$ cat src/rtl/frame_sync_ctrl_pkg.sv
// Shared definitions for the frame synchronisation controller.
// Holds the game state codes used by the stage logic, the vertical timing
// constants of the display raster, and the handshake FSM encoding.
package frame_sync_ctrl_pkg;

    // First vertical-blank line, and lines per frame (v_cnt runs 0..V_TOTAL-1).
    localparam int V_ACTIVE = 480;
    localparam int V_TOTAL  = 525;

    typedef enum logic [3:0] {
        TITLE    = 4'd0,
        STAFF    = 4'd1,
        STAGE1   = 4'd2,
        SUCCESS1 = 4'd3,
        STAGE2   = 4'd4,
        SUCCESS2 = 4'd5,
        STAGE3   = 4'd6,
        SUCCESS3 = 4'd7,
        FAIL     = 4'd8,
        HELP     = 4'd9
    } game_state_t;

    typedef enum logic [2:0] {
        S_IDLE   = 3'd0,
        S_WAIT   = 3'd1,
        S_COMMIT = 3'd2,
        S_ACK    = 3'd3,
        S_HOLD   = 3'd4
    } sync_state_t;

endpackage

$ cat src/rtl/frame_sync_ctrl_anim_divider.sv
// Sprite animation divider.
// Counts frame ticks 0..ANIM_DIV-1; each wrap advances the 2-bit animation
// phase (wrapping 3->0). A synchronous clear restarts both the count and the
// phase and takes priority over a tick arriving on the same edge.
// Ports:
//   clk, rst    clock and asynchronous active-high reset
//   tick        one-cycle frame tick
//   clear       synchronous restart of divider and phase
//   anim_phase  current sprite animation phase
module anim_divider #(
    parameter int ANIM_DIV = 8
) (
    input  logic       clk,
    input  logic       rst,
    input  logic       tick,
    input  logic       clear,
    output logic [1:0] anim_phase
);

    localparam int DW = (ANIM_DIV > 1) ? $clog2(ANIM_DIV) : 1;
    localparam logic [DW-1:0] DIV_LAST = DW'(ANIM_DIV - 1);

    logic [DW-1:0] div;

    always_ff @(posedge clk or posedge rst) begin
        if (rst) begin
            div        <= '0;
            anim_phase <= 2'd0;
        end else if (clear) begin
            div        <= '0;
            anim_phase <= 2'd0;
        end else if (tick) begin
            if (div == DIV_LAST) begin
                div        <= '0;
                anim_phase <= anim_phase + 2'd1;
            end else begin
                div <= div + 1'b1;
            end
        end
    end

endmodule

$ cat src/rtl/frame_sync_ctrl.sv
// Frame synchronisation controller between game logic and the compositor.
// Keeps shadow copies of every game variable the compositor reads and only
// refreshes them during vertical blank, so a frame never mixes old and new
// positions. Also produces the frame tick, a free-running frame counter and
// the sprite animation phase.
// Ports:
//   clk, rst           clock and asynchronous active-high reset
//   h_cnt, v_cnt       raster position from the sync generator
//   upd_req            level request from game logic (in_* held while high)
//   in_*               new game variable values
//   upd_ack            one-cycle pulse once the commit has completed
//   state..life        shadow registers read by the compositor
//   frame_tick         one-cycle pulse at the start of each vblank
//   anim_phase         sprite animation phase
//   frame_cnt          free-running frame counter
module frame_sync_ctrl
    import frame_sync_ctrl_pkg::*;
#(
    parameter int ANIM_DIV = 8
) (
    input  logic       clk,
    input  logic       rst,
    input  logic [9:0] h_cnt,
    input  logic [9:0] v_cnt,
    input  logic       upd_req,
    input  logic [3:0] in_state,
    input  logic [3:0] in_player_state,
    input  logic [3:0] in_boss_state,
    input  logic [8:0] in_player_x,
    input  logic [8:0] in_player_y,
    input  logic [8:0] in_boss_x,
    input  logic [8:0] in_boss_y,
    input  logic [8:0] in_obj_x,
    input  logic [8:0] in_obj_y,
    input  logic [1:0] in_key_find,
    input  logic [1:0] in_life,
    output logic       upd_ack,
    output logic [3:0] state,
    output logic [3:0] player_state,
    output logic [3:0] boss_state,
    output logic [8:0] player_x,
    output logic [8:0] player_y,
    output logic [8:0] boss_x,
    output logic [8:0] boss_y,
    output logic [8:0] obj_x,
    output logic [8:0] obj_y,
    output logic [1:0] key_find,
    output logic [1:0] life,
    output logic       frame_tick,
    output logic [1:0] anim_phase,
    output logic [7:0] frame_cnt
);

    localparam logic [9:0] V_ACTIVE_L = 10'(V_ACTIVE);
    localparam logic [9:0] V_LAST_L   = 10'(V_TOTAL - 1);

    sync_state_t sync_st, sync_nx;
    logic        window;
    logic        commit;
    logic        state_change;
    logic        tick_cond;

    // The last blank line is kept out of the window so shadows settle a full
    // line before active video resumes.
    assign window       = (v_cnt >= V_ACTIVE_L) && (v_cnt != V_LAST_L);
    assign commit       = (sync_st == S_COMMIT);
    assign state_change = commit && (in_state != state);
    assign tick_cond    = (v_cnt == V_ACTIVE_L) && (h_cnt == 10'd0);

    always_ff @(posedge clk or posedge rst) begin
        if (rst) begin
            sync_st <= S_IDLE;
        end else begin
            sync_st <= sync_nx;
        end
    end

    // A dropped request while waiting is a protocol violation and is simply
    // abandoned; a request held high past ACK parks in HOLD so it can never
    // trigger a second commit.
    always_comb begin
        sync_nx = sync_st;
        case (sync_st)
            S_IDLE: begin
                if (upd_req) begin
                    sync_nx = window ? S_COMMIT : S_WAIT;
                end
            end
            S_WAIT: begin
                if (!upd_req) begin
                    sync_nx = S_IDLE;
                end else if (window) begin
                    sync_nx = S_COMMIT;
                end
            end
            S_COMMIT: sync_nx = S_ACK;
            S_ACK:    sync_nx = upd_req ? S_HOLD : S_IDLE;
            S_HOLD: begin
                if (!upd_req) begin
                    sync_nx = S_IDLE;
                end
            end
            default:  sync_nx = S_IDLE;
        endcase
    end

    // The ack is registered from the ACK state so it leaves no combinational
    // path; it becomes visible the cycle after the shadows were written.
    always_ff @(posedge clk or posedge rst) begin
        if (rst) begin
            upd_ack <= 1'b0;
        end else begin
            upd_ack <= (sync_st == S_ACK);
        end
    end

    // All shadows are loaded on the same edge so the compositor sees one
    // consistent snapshot.
    always_ff @(posedge clk or posedge rst) begin
        if (rst) begin
            state        <= TITLE;
            player_state <= 4'd0;
            boss_state   <= 4'd0;
            player_x     <= 9'd0;
            player_y     <= 9'd0;
            boss_x       <= 9'd0;
            boss_y       <= 9'd0;
            obj_x        <= 9'd0;
            obj_y        <= 9'd0;
            key_find     <= 2'd0;
            life         <= 2'd0;
        end else if (commit) begin
            state        <= in_state;
            player_state <= in_player_state;
            boss_state   <= in_boss_state;
            player_x     <= in_player_x;
            player_y     <= in_player_y;
            boss_x       <= in_boss_x;
            boss_y       <= in_boss_y;
            obj_x        <= in_obj_x;
            obj_y        <= in_obj_y;
            key_find     <= in_key_find;
            life         <= in_life;
        end
    end

    always_ff @(posedge clk or posedge rst) begin
        if (rst) begin
            frame_tick <= 1'b0;
            frame_cnt  <= 8'd0;
        end else begin
            frame_tick <= tick_cond;
            if (tick_cond) begin
                frame_cnt <= frame_cnt + 8'd1;
            end
        end
    end

    // A change of game state restarts the animation so each new screen
    // begins on phase 0.
    anim_divider #(
        .ANIM_DIV (ANIM_DIV)
    ) u_anim_divider (
        .clk        (clk),
        .rst        (rst),
        .tick       (frame_tick),
        .clear      (state_change),
        .anim_phase (anim_phase)
    );

endmodule

$ cat config.mk
export PLATFORM = sky130hd
export DESIGN_NAME = frame_sync_ctrl
export DESIGN_NICKNAME = d
export VERILOG_FILES = /design/src/rtl/frame_sync_ctrl_pkg.sv /design/src/rtl/frame_sync_ctrl_anim_divider.sv /design/src/rtl/frame_sync_ctrl.sv
export SDC_FILE = /design/constraint.sdc
export NUM_CORES = 1
export LEC_CHECK = 0
export ABC_AREA = 1
export CAP_MARGIN = 40
export CORE_MARGIN = 10
export CORE_UTILIZATION = 37
export DETAILED_ROUTE_END_ITERATION = 7
export PLACE_DENSITY_LB_ADDON = 0.15
export SLEW_MARGIN = 20
export SYNTH_ARGS = -nofsm -noshare
export SYNTH_HDL_FRONTEND = slang
export SYNTH_HIERARCHICAL = 1
export SYNTH_SLANG_ARGS = --single-unit
export TNS_END_PERCENT = 1
$ cat constraint.sdc
create_clock -name clk -period 4.1 [get_ports clk]
set_input_delay 1.23 -clock clk [delete_from_list [all_inputs] [get_ports clk]]
set_output_delay 1.23 -clock clk [all_outputs]
set_load 0.02 [all_outputs]
# Word level (Yosys, flattened, before mapping)
# Cells that the tools add are included.
[word_totals] register_bits=88 latch_bits=0 mem_bits_rw=0 mem_bits_ro=0 output_inout_bits=82 word_cells=54 mem_count=0
[op_classes] add_sub_neg=3 mul=0 div=0 order_cmp=1 n_eq_ne=11 n_shift=0 mux=13 n_bitwise=0 n_reduce_logical=9
[op_table] cell="$mux 3" n=8
[op_table] cell="$pmux 3 s5" n=1
[op_table] cell="$eq 10x9->1 const B" n=1
[op_table] cell="$ge 10x9->1 const B" n=1
[op_table] cell="$logic_not 10->1" n=1
[op_table] cell="$ne 10x10->1 const B" n=1
[op_table] cell="$add 8x1->8 const B" n=1
[op_table] cell="$mux 2" n=4
[op_table] cell="$eq 3x2->1 const B" n=2
[op_table] cell="$eq 3x3->1 const B" n=2
[op_table] cell="$ne 2x2->1 const B" n=2
[op_table] cell="$ne 4x4->1" n=1
[op_table] cell="$reduce_bool 2->1" n=2
[op_table] cell="$add 3x1->3 const B" n=1
[op_table] cell="$eq 3x1->1 const B" n=1
[op_table] cell="$logic_and 1x1->1" n=3
[op_table] cell="$logic_not 3->1" n=1
[op_table] cell="$ne 3x3->1 const B" n=1
[op_table] cell="$reduce_and 3->1" n=1
[op_table] cell="$add 2x1->2 const B" n=1
[op_table] cell="$reduce_and 2->1" n=1

# Logic depth before layout (Yosys ltp)
[logic_depth] depth_word=5 mapped_depth=11

# Hierarchy
# Netlist, hierarchy kept.
[modules_own_cells] module="frame_sync_ctrl" n_inst=1 cells_per_inst=276 area_per_inst_um2=3629.7 seq_area_each_um2=2077.0
[modules_own_cells] module="anim_divider" n_inst=1 cells_per_inst=34 area_per_inst_um2=267.8 seq_area_each_um2=125.1

# Least setup slack after synthesis
# OpenSTA, ideal clock, no wires.
[synth_path] path_type="input -> register" start="in in_state[1]" end="reg u_anim_divider.anim_phase[1]" setup_time_ns=0.117 t_arrival_ns=2.118 t_required_ns=3.983 path_slack_ns=1.864 stages=9 path_buffers=0 path_cell_list="or2_2 a22oi_1 a31oi_1 inv_2 nand2_2 nand2_2 inv_2 nand2_1 nand2_1"
[synth_via] elab_chain_cells=4 elab_cells_between_ends=6
[synth_rtl] element="start, declared" line="frame_sync_ctrl.sv:26" source="input logic [3:0] in_state,"
[synth_rtl] element="$ne 4x4->1 *" line="frame_sync_ctrl.sv:67" source="assign state_change = commit && (in_state != state);"
[synth_rtl] element="$logic_and 1x1->1 *" line="frame_sync_ctrl.sv:67"
[synth_rtl] element="named net state_change" line="frame_sync_ctrl.sv:60" source="logic state_change;"
[synth_rtl] element="$reduce_bool 2->1 (no line)"
[synth_rtl] element="$reduce_and 2->1 (no line)"
[synth_rtl] element="end signal, assigned" line="frame_sync_ctrl_anim_divider.sv:35" source="anim_phase <= anim_phase + 2'd1;"
[synth_rtl] element="end, declared" line="frame_sync_ctrl_anim_divider.sv:17" source="output logic [1:0] anim_phase"
# Mark *: on every way through the listed nets, which the timed path passes. The rest lies on a longest branch.
# A chain may end at the register's enable or synchronous reset.

# Worst setup path after layout
[layout_path] start="reg frame_cnt[3]" end="out frame_cnt[3]"
[layout_lines] element="start, declared" line="frame_sync_ctrl.sv:51" source="output logic [7:0] frame_cnt"
[layout_lines] element="start signal, assigned" line="frame_sync_ctrl.sv:154" source="frame_cnt <= frame_cnt + 8'd1;"
# No word-level cell between the ends.

==> flow_metrics.tcl <==
set metrics [dict create \
    synth_area_sq_mm 0.00390 \
    drv_cap 0 \
    grt_max_degree 49 \
    maxSlewHeadroom_pct 54.9 \
    port-buffer-count 174 \
    setup-violations-final 0 \
    route.vias.total 2885 \
    synthFlopType "dfrtp_1" \
    synthXorXnorAreaFrac_pct 2.02 \
    ioPinCount 175 \
    skew_ps 5.51 \
    cpPeakStageDelay_ps 650 \
    ys_seq_elements 88 \
    synth-adder-area-share_pct 0.963 \
    ys.warnings.count 6 \
    multi_input_area_sq_mm 0.00153 \
    synth_top_area_cell "dfrtp_1" \
    worstPathArrival_ps 1450 \
    synth_edf_count 0 \
    cp.required_ps 2870 \
    clk_latency_ps 360 \
    start_util_pct 37.9 \
    fp-row-count 37 \
    numCtsBuffers 9 \
    cp-end-kind "output pin" \
    slowest_stage "clkdlybuf4s50_1" \
    ys_seq_area_share_pct 56.5 \
    routed_wirelength_um 10700 \
    crit_fanout 5 \
    core_area_sq_mm 0.0103 \
    yosys.area_share.simple_pct 10.9 \
    path_clk_slew_ps 90 \
    cp.buffers_inverters 1 \
    fp.dieArea_sq_mm 0.0150 \
    postCtsSetupRepairBufs 0 \
    async_flop_share_pct 100 \
    die_w_um 123 \
    synth_compound_area_share_pct 1.38 \
    antenna_found_initial 0 \
    cts_tree "yes" \
    cts-root-buf "clkbuf_8" \
    drtIter0Drc 149 \
    synth_nets 406 \
    drive_gt1_share_pct 20.2 \
    startpoint_type "register" \
    hold_viol_final 0 \
    status "finished, final reports clean" \
    synthMuxAreaShare_pct 23.8 \
    place_congestion 0.773 \
    clock.fmax_mhz 373 \
    area_growth_pct 54.9 \
    synth_cell_types 26 \
    grt_pass1_vias 2986 \
    tightest_slew_ps 676 \
    die_h_um 123 \
    min_path_type "register to register" \
    cts_max_level 3 \
    crit_chain "clkdlybuf4s50_1" \
    grtUsageTotal_pct 13.9 \
    rsz0062_at_grt "no" \
    clkSinkCount 88 \
    antenna_left 0 \
    finalCriticalPeriod_ps 2680 \
    drcViolationCount 0 \
    regArea_sq_mm 0.00220 \
    grt_pass1_wl_um 16200 \
    synth_top_family_by_area "multiplexers" \
    grt-ovfl-total 0 \
    hold_ws_ps 491 \
    path_class "register to output pin" \
    p_per_area_mw_per_mm2 760 \
    holdBufCountCts 0 \
    finalCritPeriodShare_pct 65.4 \
    diodes 0 \
    critical-path-top-delay-family "buffers and inverters" \
    nets 586 \
    synth.top_cell.area_share_pct 56.5 \
    p_leak_nw 2.78 \
    drv_slew 0 \
    synth_commonest_cells "dfrtp_1 (88), nand2_1 (55), mux2_4 (43)" \
    firstDrtPassIters 4 \
    wire_per_inst_um 16.9 \
    ys_top_cells_by_area "dfrtp_1 (57%), mux2_4 (17%), mux2_2 (7.2%)" \
    yosysMostFrequentCell "dfrtp_1" \
    tns_ps 0 \
    clock_path_buffers 2 \
    synthCells 310 \
    ctsResizeCount 0 \
    avgSynthCellArea_sq_um 12.6 \
    final.fill_count 882 \
    ir_worst_vdd_uv 332 \
    dp_hpwl_um 8100 \
    vias_per_cell 4.57 \
]
kinds of logic (layout without fill, tap and decap cells):
kind of cell / Yosys count / count (layout)
buf+inv: 34 / 219
compound gates: 10 / 10
xor+xnor: 9 / 9
fa+ha+maj: 3 / 3
simple gates: 98 / 98
flops: 88 / 88
mux: 68 / 68
routing by layer:
| metal | global-route usage [%] | part of all wire [%] | vias up |
|---|---|---|---|
| li1 | - | - | 1372 |
| met1 | 16.3 | 42 | 1394 |
| met2 | 21.9 | 47 | 107 |
| met3 | 5.92 | 10 | 12 |
| met4 | 5.96 | 1.5 | 0 |
| met5 | 0 | 0 | - |
worst register-to-register path, cell delays in order (launching register included):
cell and delay (ps):
dfrtp_1 440, nand3_4 300, buf_12 280, buf_4 450, mux2_2 390
report_power, final:
part | internal (mW) | switching (mW)
clock network | 0.422 | 0.314
registers | 1.25 | 0.210
logic | 1.33 | 1.06
total | 3.01 | 1.58
cells in the final DEF, fill, tap and decap left out, drive strengths merged:
cell	instances
xor2	3
clkinv	3
xnor2	6
mux2	68
a31oi	1
nand3	10
inv	25
or2	3
nand4	3
and2	1
buf	3
a21oi	1
clkdlybuf4s50	174
ha	3
o21ai	7
a22oi	1
nand2	58
bufinv	3
dfrtp	88
clkbuf	11
nor3	5
nor2	18
cell type report:
cell class | instances | area share (%)
clock inverters | 5 | 1.72
multi-input cells | 188 | 25.4
flip-flops and latches | 88 | 36.5
well taps | 136 | 2.82
inverters | 26 | 1.64
repair buffers | 177 | 29.6
clock buffers | 11 | 2.34
registers in the layout, indices dropped and copies added, names as in the netlist:
register                   cells
boss_state                     4
boss_x                         9
boss_y                         9
frame_cnt                      8
frame_tick                     1
key_find                       2
life                           2
obj_x                          9
obj_y                          9
player_state                   4
player_x                       9
player_y                       9
state                          4
sync_st                        3
u_anim_divider/anim_phase      2
u_anim_divider/div             3
upd_ack                        1
through the flow:
stage / utilization (%) / std cells / power, mW / setup slack [ps] / area, sq um
after floorplan: - / 310 / 2.88 / 733 / 3900
after global placement: 56.2 / 614 / 3.86 / 1320 / 5770
after detailed placement: 56.4 / 615 / 3.90 / 1320 / 5790
after CTS: 58.7 / 631 / 4.66 / 1370 / 6040
after global routing: 58.7 / 631 / 4.84 / 1310 / 6040
final: 58.7 / 631 / 4.59 / 1420 / 6040
final timing paths:
| kind | end | cells after the start | slack (ps) | start |
|---|---|---|---|---|
| hold / removal | upd_ack$_DFF_PP0_ | 1 | 490 | sync_st[2]$_DFFE_PP0P_ |
| max in group asynchronous | player_y[7]$_DFFE_PP0P_ | 3 | 2130 | rst |
| hold reg to reg | upd_ack$_DFF_PP0_ | 1 | 490 | sync_st[2]$_DFFE_PP0P_ |
| setup / recovery | frame_cnt[3] | 1 | 1420 | frame_cnt[3]$_DFFE_PP0P_ |
| min in group asynchronous | u_anim_divider/div[1]$_DFFE_PP0P_ | 2 | 1130 | rst |
| setup reg to reg | state[3]$_DFFE_PP0P_ | 4 | 2130 | sync_st[1]$_DFFE_PP0P_ |
(Power assumes the default switching activity.)
